==> config.mk <==
export PLATFORM = sky130hd
export DESIGN_NAME = wrr_prio_update_ctrl_flat
export DESIGN_NICKNAME = d
export VERILOG_FILES = /design/src/rtl/wrr_prio_update_ctrl_if.sv /design/src/rtl/wrr_prio_update_ctrl.sv /design/src/flat_wrapper.sv
export SDC_FILE = /design/constraint.sdc
export NUM_CORES = 1
export LEC_CHECK = 0
export CELL_PAD_IN_SITES_DETAIL_PLACEMENT = 0
export CELL_PAD_IN_SITES_GLOBAL_PLACEMENT = 1
export CORE_ASPECT_RATIO = 1.4
export CORE_MARGIN = 2
export CORE_UTILIZATION = 28
export DETAILED_ROUTE_END_ITERATION = 16
export PLACE_DENSITY = 0.51
export SLEW_MARGIN = 10
export SYNTH_ARGS = -nofsm -noshare
export SYNTH_HDL_FRONTEND = slang
export SYNTH_SLANG_ARGS = --single-unit
==> constraint.sdc <==
create_clock -name clk -period 2.4 [get_ports clk]
set_input_delay 0.48 -clock clk [delete_from_list [all_inputs] [get_ports clk]]
set_output_delay 0.48 -clock clk [all_outputs]
set_load 0.01 [all_outputs]
==> src/rtl/wrr_prio_update_ctrl_if.sv <==
// Priority-update bus between the config/sweep master and wrr_prio_update_ctrl.
// Carries the single-write handshake, the bulk controls, the shadow read port and the arbiter update port.
interface wrr_prio_update_ctrl_if #(
  parameter int N          = 32,
  parameter int PRIORITY_W = 4,
  parameter int ID_BITS    = $clog2(N)
);
  logic                  cfg_valid;
  logic                  cfg_ready;
  logic [ID_BITS-1:0]    cfg_id;
  logic [PRIORITY_W-1:0] cfg_prio;
  logic                  bulk_start;
  logic [PRIORITY_W-1:0] bulk_prio;
  logic                  bulk_busy;
  logic                  bulk_done;
  logic [ID_BITS-1:0]    rd_id;
  logic [PRIORITY_W-1:0] rd_prio;
  logic [PRIORITY_W-1:0] prio;
  logic [ID_BITS-1:0]    prio_id;
  logic                  prio_upt;

  modport master (
    output cfg_valid, cfg_id, cfg_prio, bulk_start, bulk_prio, rd_id,
    input  cfg_ready, bulk_busy, bulk_done, rd_prio, prio, prio_id, prio_upt
  );

  modport slave (
    input  cfg_valid, cfg_id, cfg_prio, bulk_start, bulk_prio, rd_id,
    output cfg_ready, bulk_busy, bulk_done, rd_prio, prio, prio_id, prio_upt
  );
endinterface

==> src/rtl/wrr_prio_update_ctrl.sv <==
// Serialises init/bulk sweeps and single config writes onto the WRR arbiter's priority-update port.
// Optional WRR_PRIO_UPD_SKIP_SAME_EN: single writes that do not change the shadow value issue no update.
module wrr_prio_update_ctrl #(
  parameter int N            = 32,
  parameter int PRIORITY_W   = 4,
  parameter int ID_BITS      = $clog2(N),
  parameter int DEFAULT_PRIO = 1,
  parameter int GAP          = 0
) (
  input  logic                    clk,
  input  logic                    rst,
  wrr_prio_update_ctrl_if.slave   bus
);
  localparam int                   IDX_W   = $clog2(N + 1);
  localparam logic [IDX_W-1:0]     IDX_END = IDX_W'(N);
  localparam logic [PRIORITY_W-1:0] DEF_P  = PRIORITY_W'(DEFAULT_PRIO);

  typedef enum logic {SWEEP, IDLE} state_t;

  state_t                state_q, state_n;
  logic [IDX_W-1:0]      idx_q, idx_n;
  logic [PRIORITY_W-1:0] sweep_val_q, sweep_val_n;
  logic [3:0]            gap_q, gap_n;
  logic [PRIORITY_W-1:0] shadow [N];

  logic [PRIORITY_W-1:0] prio_q, prio_n;
  logic [ID_BITS-1:0]    prio_id_q, prio_id_n;
  logic                  upt_q, busy_q, busy_n, done_q, done_n;

  logic                  issue;
  logic [ID_BITS-1:0]    issue_id;
  logic [PRIORITY_W-1:0] issue_val;
  logic                  cfg_rdy, cfg_in_range, cfg_same, cfg_write;

  assign cfg_in_range = int'(bus.cfg_id) < N;
  assign cfg_same     = cfg_in_range && (shadow[bus.cfg_id] == bus.cfg_prio);
`ifdef WRR_PRIO_UPD_SKIP_SAME_EN
  assign cfg_write    = cfg_in_range && !cfg_same;
`else
  assign cfg_write    = cfg_in_range;
`endif

  // NOTE: every signal driven here gets a default first so no path leaves it unassigned (no latch).
  always_comb begin
    state_n     = state_q;
    idx_n       = idx_q;
    sweep_val_n = sweep_val_q;
    gap_n       = (gap_q != 4'd0) ? gap_q - 4'd1 : 4'd0;
    issue       = 1'b0;
    issue_id    = '0;
    issue_val   = '0;
    cfg_rdy     = 1'b0;
    prio_n      = prio_q;
    prio_id_n   = prio_id_q;

    unique case (state_q)
      SWEEP: begin
        if (gap_q == 4'd0) begin
          if (idx_q != IDX_END) begin
            issue     = 1'b1;
            issue_id  = idx_q[ID_BITS-1:0];
            issue_val = sweep_val_q;
            idx_n     = idx_q + IDX_W'(1);
          end else begin
            state_n = IDLE;
          end
        end
      end
      IDLE: begin
        cfg_rdy = !rst && (gap_q == 4'd0) && !bus.bulk_start;
        // A bulk issues id 0 in its acceptance cycle; the remaining ids follow in SWEEP.
        if ((gap_q == 4'd0) && bus.bulk_start) begin
          issue       = 1'b1;
          issue_id    = '0;
          issue_val   = bus.bulk_prio;
          sweep_val_n = bus.bulk_prio;
          idx_n       = IDX_W'(1);
          state_n     = SWEEP;
        end else if (bus.cfg_valid && cfg_rdy && cfg_write) begin
          issue     = 1'b1;
          issue_id  = bus.cfg_id;
          issue_val = bus.cfg_prio;
        end
      end
    endcase

    if (issue) begin
      prio_n    = issue_val;
      prio_id_n = issue_id;
      gap_n     = 4'(GAP);
    end
    done_n = issue && (state_n == SWEEP) && (idx_n == IDX_END);
    busy_n = (state_n == SWEEP) && (issue || (idx_n != IDX_END));
  end

  // NOTE: sequential state uses non-blocking assignments only, so every flop sees pre-edge values.
  always_ff @(posedge clk) begin
    if (rst) begin
      state_q     <= SWEEP;
      idx_q       <= '0;
      sweep_val_q <= DEF_P;
      gap_q       <= 4'd0;
      prio_q      <= '0;
      prio_id_q   <= '0;
      upt_q       <= 1'b0;
      busy_q      <= 1'b0;
      done_q      <= 1'b0;
      // NOTE: the shadow must read DEFAULT_PRIO right after reset, so this memory is reset entry by entry.
      for (int i = 0; i < N; i++) shadow[i] <= DEF_P;
    end else begin
      state_q     <= state_n;
      idx_q       <= idx_n;
      sweep_val_q <= sweep_val_n;
      gap_q       <= gap_n;
      prio_q      <= prio_n;
      prio_id_q   <= prio_id_n;
      upt_q       <= issue;
      busy_q      <= busy_n;
      done_q      <= done_n;
      if (issue) shadow[issue_id] <= issue_val;
    end
  end

  assign bus.cfg_ready = cfg_rdy;
  assign bus.rd_prio   = (int'(bus.rd_id) < N) ? shadow[bus.rd_id] : '0;
  assign bus.prio      = prio_q;
  assign bus.prio_id   = prio_id_q;
  assign bus.prio_upt  = upt_q;
  assign bus.bulk_busy = busy_q;
  assign bus.bulk_done = done_q;
endmodule

==> src/flat_wrapper.sv <==
// flat-port wrapper written by rule: the top's interface ports become plain ports
module wrr_prio_update_ctrl_flat 
#(
  parameter int N            = 32,
  parameter int PRIORITY_W   = 4,
  parameter int ID_BITS      = $clog2(N),
  parameter int DEFAULT_PRIO = 1,
  parameter int GAP          = 0
)
  (clk, rst, bus_cfg_valid, bus_cfg_id, bus_cfg_prio, bus_bulk_start, bus_bulk_prio, bus_rd_id, bus_cfg_ready, bus_bulk_busy, bus_bulk_done, bus_rd_prio, bus_prio, bus_prio_id, bus_prio_upt);
  wrr_prio_update_ctrl_if #(.N(N), .PRIORITY_W(PRIORITY_W), .ID_BITS(ID_BITS)) bus_i ();
  input  logic clk;
  input  logic rst;
  input wire logic [$bits(bus_i.cfg_valid)-1:0] bus_cfg_valid;
  input wire logic [$bits(bus_i.cfg_id)-1:0] bus_cfg_id;
  input wire logic [$bits(bus_i.cfg_prio)-1:0] bus_cfg_prio;
  input wire logic [$bits(bus_i.bulk_start)-1:0] bus_bulk_start;
  input wire logic [$bits(bus_i.bulk_prio)-1:0] bus_bulk_prio;
  input wire logic [$bits(bus_i.rd_id)-1:0] bus_rd_id;
  output wire logic [$bits(bus_i.cfg_ready)-1:0] bus_cfg_ready;
  output wire logic [$bits(bus_i.bulk_busy)-1:0] bus_bulk_busy;
  output wire logic [$bits(bus_i.bulk_done)-1:0] bus_bulk_done;
  output wire logic [$bits(bus_i.rd_prio)-1:0] bus_rd_prio;
  output wire logic [$bits(bus_i.prio)-1:0] bus_prio;
  output wire logic [$bits(bus_i.prio_id)-1:0] bus_prio_id;
  output wire logic [$bits(bus_i.prio_upt)-1:0] bus_prio_upt;
  assign bus_i.cfg_valid = bus_cfg_valid;
  assign bus_i.cfg_id = bus_cfg_id;
  assign bus_i.cfg_prio = bus_cfg_prio;
  assign bus_i.bulk_start = bus_bulk_start;
  assign bus_i.bulk_prio = bus_bulk_prio;
  assign bus_i.rd_id = bus_rd_id;
  assign bus_cfg_ready = bus_i.cfg_ready;
  assign bus_bulk_busy = bus_i.bulk_busy;
  assign bus_bulk_done = bus_i.bulk_done;
  assign bus_rd_prio = bus_i.rd_prio;
  assign bus_prio = bus_i.prio;
  assign bus_prio_id = bus_i.prio_id;
  assign bus_prio_upt = bus_i.prio_upt;
  wrr_prio_update_ctrl #(.N(N), .PRIORITY_W(PRIORITY_W), .ID_BITS(ID_BITS), .DEFAULT_PRIO(DEFAULT_PRIO), .GAP(GAP)) u_core (.clk(clk), .rst(rst), .bus(bus_i));
endmodule
==> flow_summary.toml <==
[clocking]
cts_buffer_depth = 2
clk_latency_ns = 0.43
clock_sinks = 155
h_tree_depth = 4
tritoncts = "done"
cts.root.buffer_cell = "sky130_fd_sc_hd__clkbuf_16"
cts_buffers = 17
clk_transition_reported_paths_ns = 0.06

[layout]
relative_area_change_from_synthesis_to_final_layout_pct = 48.85
drive_above_1_share_pct = 48.28
antenna-diode-count = 0
number_of_nets_in_the_finished_design = 830
final_util_pct = 42.29

[timing]
final-setup-viol-count = 51
setup_total_negative_slack_ns = -1.393
grt_setup_unrepaired = "yes"
report.final.slew_viol_count = 0
finalWorstPathRequiredPeriod_ns = 2.481
hold_viol_final = 0
skew_ns = 0.007553
worst_slew_slack_as_a_fraction_of_its_limit_pct = 53.58
tcrit_tclk_final_pct = 103.4
max_slew.worst_pin.slew_ns = 0.6938
final_ws_setup_ns = -0.08147
achievable-frequency_mhz = 403.0

[yosys]
most_frequent_cell_after_synthesis = "sky130_fd_sc_hd__edfxtp_1"
synth_edf_count = 128
synth.cells.most_frequent = "128 x sky130_fd_sc_hd__edfxtp_1, 98 x sky130_fd_sc_hd__nor2_1, 42 x sky130_fd_sc_hd__nand3_1"
sequential_fraction_of_the_synthesis_area_pct = 57.52
synth-main-ff-cell = "sky130_fd_sc_hd__edfxtp_1"
synth_top_area_cells = "sky130_fd_sc_hd__edfxtp_1 50%, sky130_fd_sc_hd__mux4_2 9.5%, sky130_fd_sc_hd__dfxtp_1 7.1%, sky130_fd_sc_hd__nor2_1 4.8%, sky130_fd_sc_hd__nand3_1 2.8%"
postSynthNetCount = 640
synth.top_cell.area_share_pct = 50.43
synthesis.area_mm2 = 0.007622
asr_flop_ratio_synth_pct = 0
synth.yosys.warnings = 0
post_synth_num_cell_types = 61
post_synth.cell_area_avg_um2 = 12.43
synthDominantAreaCellType = "sky130_fd_sc_hd__edfxtp_1"
ys_seq_elements = 155
netlist_instances = 613

[place]
place_congestion = 0.8508
buffer_ports.inserted = 38
detailed_placer_s_ending_hpwl_mm = 18.58

[global_routing]
groute.usage.overall_pct = 17.74
grt_antenna_before_repair = 0
grt_pass1_wl_mm = 36.36
grt_residual_overflow = 0
largest_net_degree_at_the_start_of_global_routing = 28
grt_pass1_vias = 6056

[floorplanning]
num_rows = 71
top_level_ports = 39
die_width_um = 143.4
die-height_um = 199.2
dieArea_mm2 = 0.02858
coreArea_mm2 = 0.02683
start_util_pct = 28.41

[route]
initialDrtViolationCount = 331
router_iterations_before_antenna_repair = 5
detail_route.vias_per_cell = 4.905
route.vias.total = 5793
remaining_drc_errors = 0
drtAntennaViolNets = 0
avgRoutedWirePerCell_um = 20.94
post_detailed_routing_wire_length_mm = 24.73

[setup_path]
cell_breakdown_of_the_critical_path = "buf_4 > buf_12 > mux4_2 > mux2i_2 > a22o_1 > a221oi_2 > buf_2"
crit_path_max_fanout = 5
startpoint_type = "primary input"
worstSetupPathType = "in -> out"
timing.critical_path.arrival_ns = 2.00
cp-end-kind = "primary output"
cpPeakStageDelay_ns = 0.52
worst_ep_required_time_ns = 1.92
worst_path_max_delay_cell = "sky130_fd_sc_hd__mux4_2"

[run_status]
outcome = "complete, but fails checks"
violated_checks = "setup timing"

[job]
drv_cap = 0

[power_and_ir_drop]
irDropWorstVdd_mv = 0.5155
p_per_area_mw_per_mm2 = 845.2
total_power_uw = 9590
leakagePower_uw = 0.003875

[min_path]
min-delay-path-class = "reg -> reg"
worst max-delay path, delay by kind of cell:
kind                   cells  cell delay (ns)
muxes                      2             0.75
buffers and inverters      3             0.47
AOI/OAI and AO/OA          2             0.29
logic make-up (layout without fill, tap and decap cells):
group	count (synthesis)	count (layout)	synth area share [%]
AND/OR/NAND/NOR	273	273	17.89
flip-flops	155	155	57.52
AO/OA/AOI/OAI	78	78	8.782
buffers and inverters	52	255	3.168
multiplexers	49	49	11.70
adder cells (fa/ha/maj)	5	5	0.8207
XOR/XNOR	1	1	0.1149
routing by layer:
layer	track usage, %	up-vias	wire length, µm
met5	0	-	0
met4	8.134	0	993
met3	2.995	46	681
met2	33.81	121	14040
met1	18.75	2904	9015
li1	-	2722	-
report_power, final:
group | leakage, µW | total, µW | internal [µW] | switching (µW)
Combinational | 0.00218 | 3560 | 1730 | 1830
Sequential | 0.00139 | 3170 | 3070 | 93.3
Clock | 0.000301 | 2860 | 1750 | 1120
Total | 0.00388 | 9590 | 6550 | 3040
flip-flops by register name, summed over array words and instances (netlist names):
register and cells:
u_core.idx_q 6, u_core.bus.prio_upt 1, u_core.bus.prio_id 5, u_core.bus.prio 4, u_core.bus.bulk_busy 1, u_core.gap_q 4, u_core.sweep_val_q 4, u_core.bus.bulk_done 1
u_core.state_q 1, u_core.shadow 128
stage by stage:
stage          hold WS (ns)  cells  cell area [µm²]  setup slack [ns]
5_1_grt              0.4713   1181            11350           -0.1938
2_1_floorplan        0.4162    613             7687          -0.06785
4_1_cts              0.4540   1158            10620          -0.08633
3_5_place_dp         0.4437   1117             9574           -0.7198
6_report             0.4455   1181            11350          -0.08147
3_3_place_gp         0.4340   1117             9574           -0.6938
cell type report:
cell class | instances | area, µm²
flip-flops and latches | 155 | 4387
repair buffers | 212 | 2059
inverters | 11 | 53.80
fillers | 2551 | 15480
clock inverters | 14 | 192.7
clock buffers | 18 | 429.2
well taps | 365 | 456.7
multi-input cells | 406 | 3767
final timing paths:
| check | from | endpoint | slack (ns) | cells past startpoint |
|---|---|---|---|---|
| worst min-delay path | u_core.bus.prio[3]$_SDFFE_PP0P_ | u_core.bus.prio[3]$_SDFFE_PP0P_ | 0.45 | 2 |
| worst max register to register | u_core.gap_q[1]$_SDFF_PP0_ | u_core.shadow[15][0]$_SDFFCE_PN1P_ | -0.06 | 11 |
| worst max-delay path | bus_rd_id[0] | bus_rd_prio[2] | -0.08 | 7 |
| worst min register to register | u_core.bus.prio[3]$_SDFFE_PP0P_ | u_core.bus.prio[3]$_SDFFE_PP0P_ | 0.45 | 2 |
what timing repair did:
| item | in CTS | in global routing |
|---|---|---|
| gates cloned | 1 | 4 |
| buffers inserted | 8 | 23 |
| pin swaps | 21 | 52 |
| resized for setup | 100 | 125 |
| hold buffers | 0 | 0 |
| setup endpoints to repair | 265 | 237 |
cell usage in the layout (no fill, tap or decap), types with 5 or more instances in the layout:
cell type / n
sky130_fd_sc_hd__edfxtp_1: 128
sky130_fd_sc_hd__buf_4: 121
sky130_fd_sc_hd__nor2_1: 62
sky130_fd_sc_hd__mux4_2: 32
sky130_fd_sc_hd__buf_6: 30
sky130_fd_sc_hd__clkdlybuf4s50_1: 30
sky130_fd_sc_hd__nand3_1: 25
sky130_fd_sc_hd__nand2_1: 25
sky130_fd_sc_hd__dfxtp_1: 25
sky130_fd_sc_hd__nor2_2: 22
sky130_fd_sc_hd__nor3_1: 20
sky130_fd_sc_hd__clkbuf_16: 19
sky130_fd_sc_hd__buf_12: 18
sky130_fd_sc_hd__nor2_4: 16
sky130_fd_sc_hd__nand4_1: 13
sky130_fd_sc_hd__nand2b_1: 13
sky130_fd_sc_hd__nand2_2: 12
sky130_fd_sc_hd__nor3_2: 11
sky130_fd_sc_hd__mux2i_1: 11
sky130_fd_sc_hd__o21bai_4: 11
sky130_fd_sc_hd__nand3_2: 11
sky130_fd_sc_hd__inv_1: 8
sky130_fd_sc_hd__nand3_4: 8
sky130_fd_sc_hd__buf_2: 8
sky130_fd_sc_hd__a22o_1: 7
sky130_fd_sc_hd__a221oi_2: 7
sky130_fd_sc_hd__nand2b_4: 7
sky130_fd_sc_hd__o21ai_0: 7
sky130_fd_sc_hd__a21oi_1: 6
sky130_fd_sc_hd__o21bai_1: 5
Power figures use the tool's default switching activity.
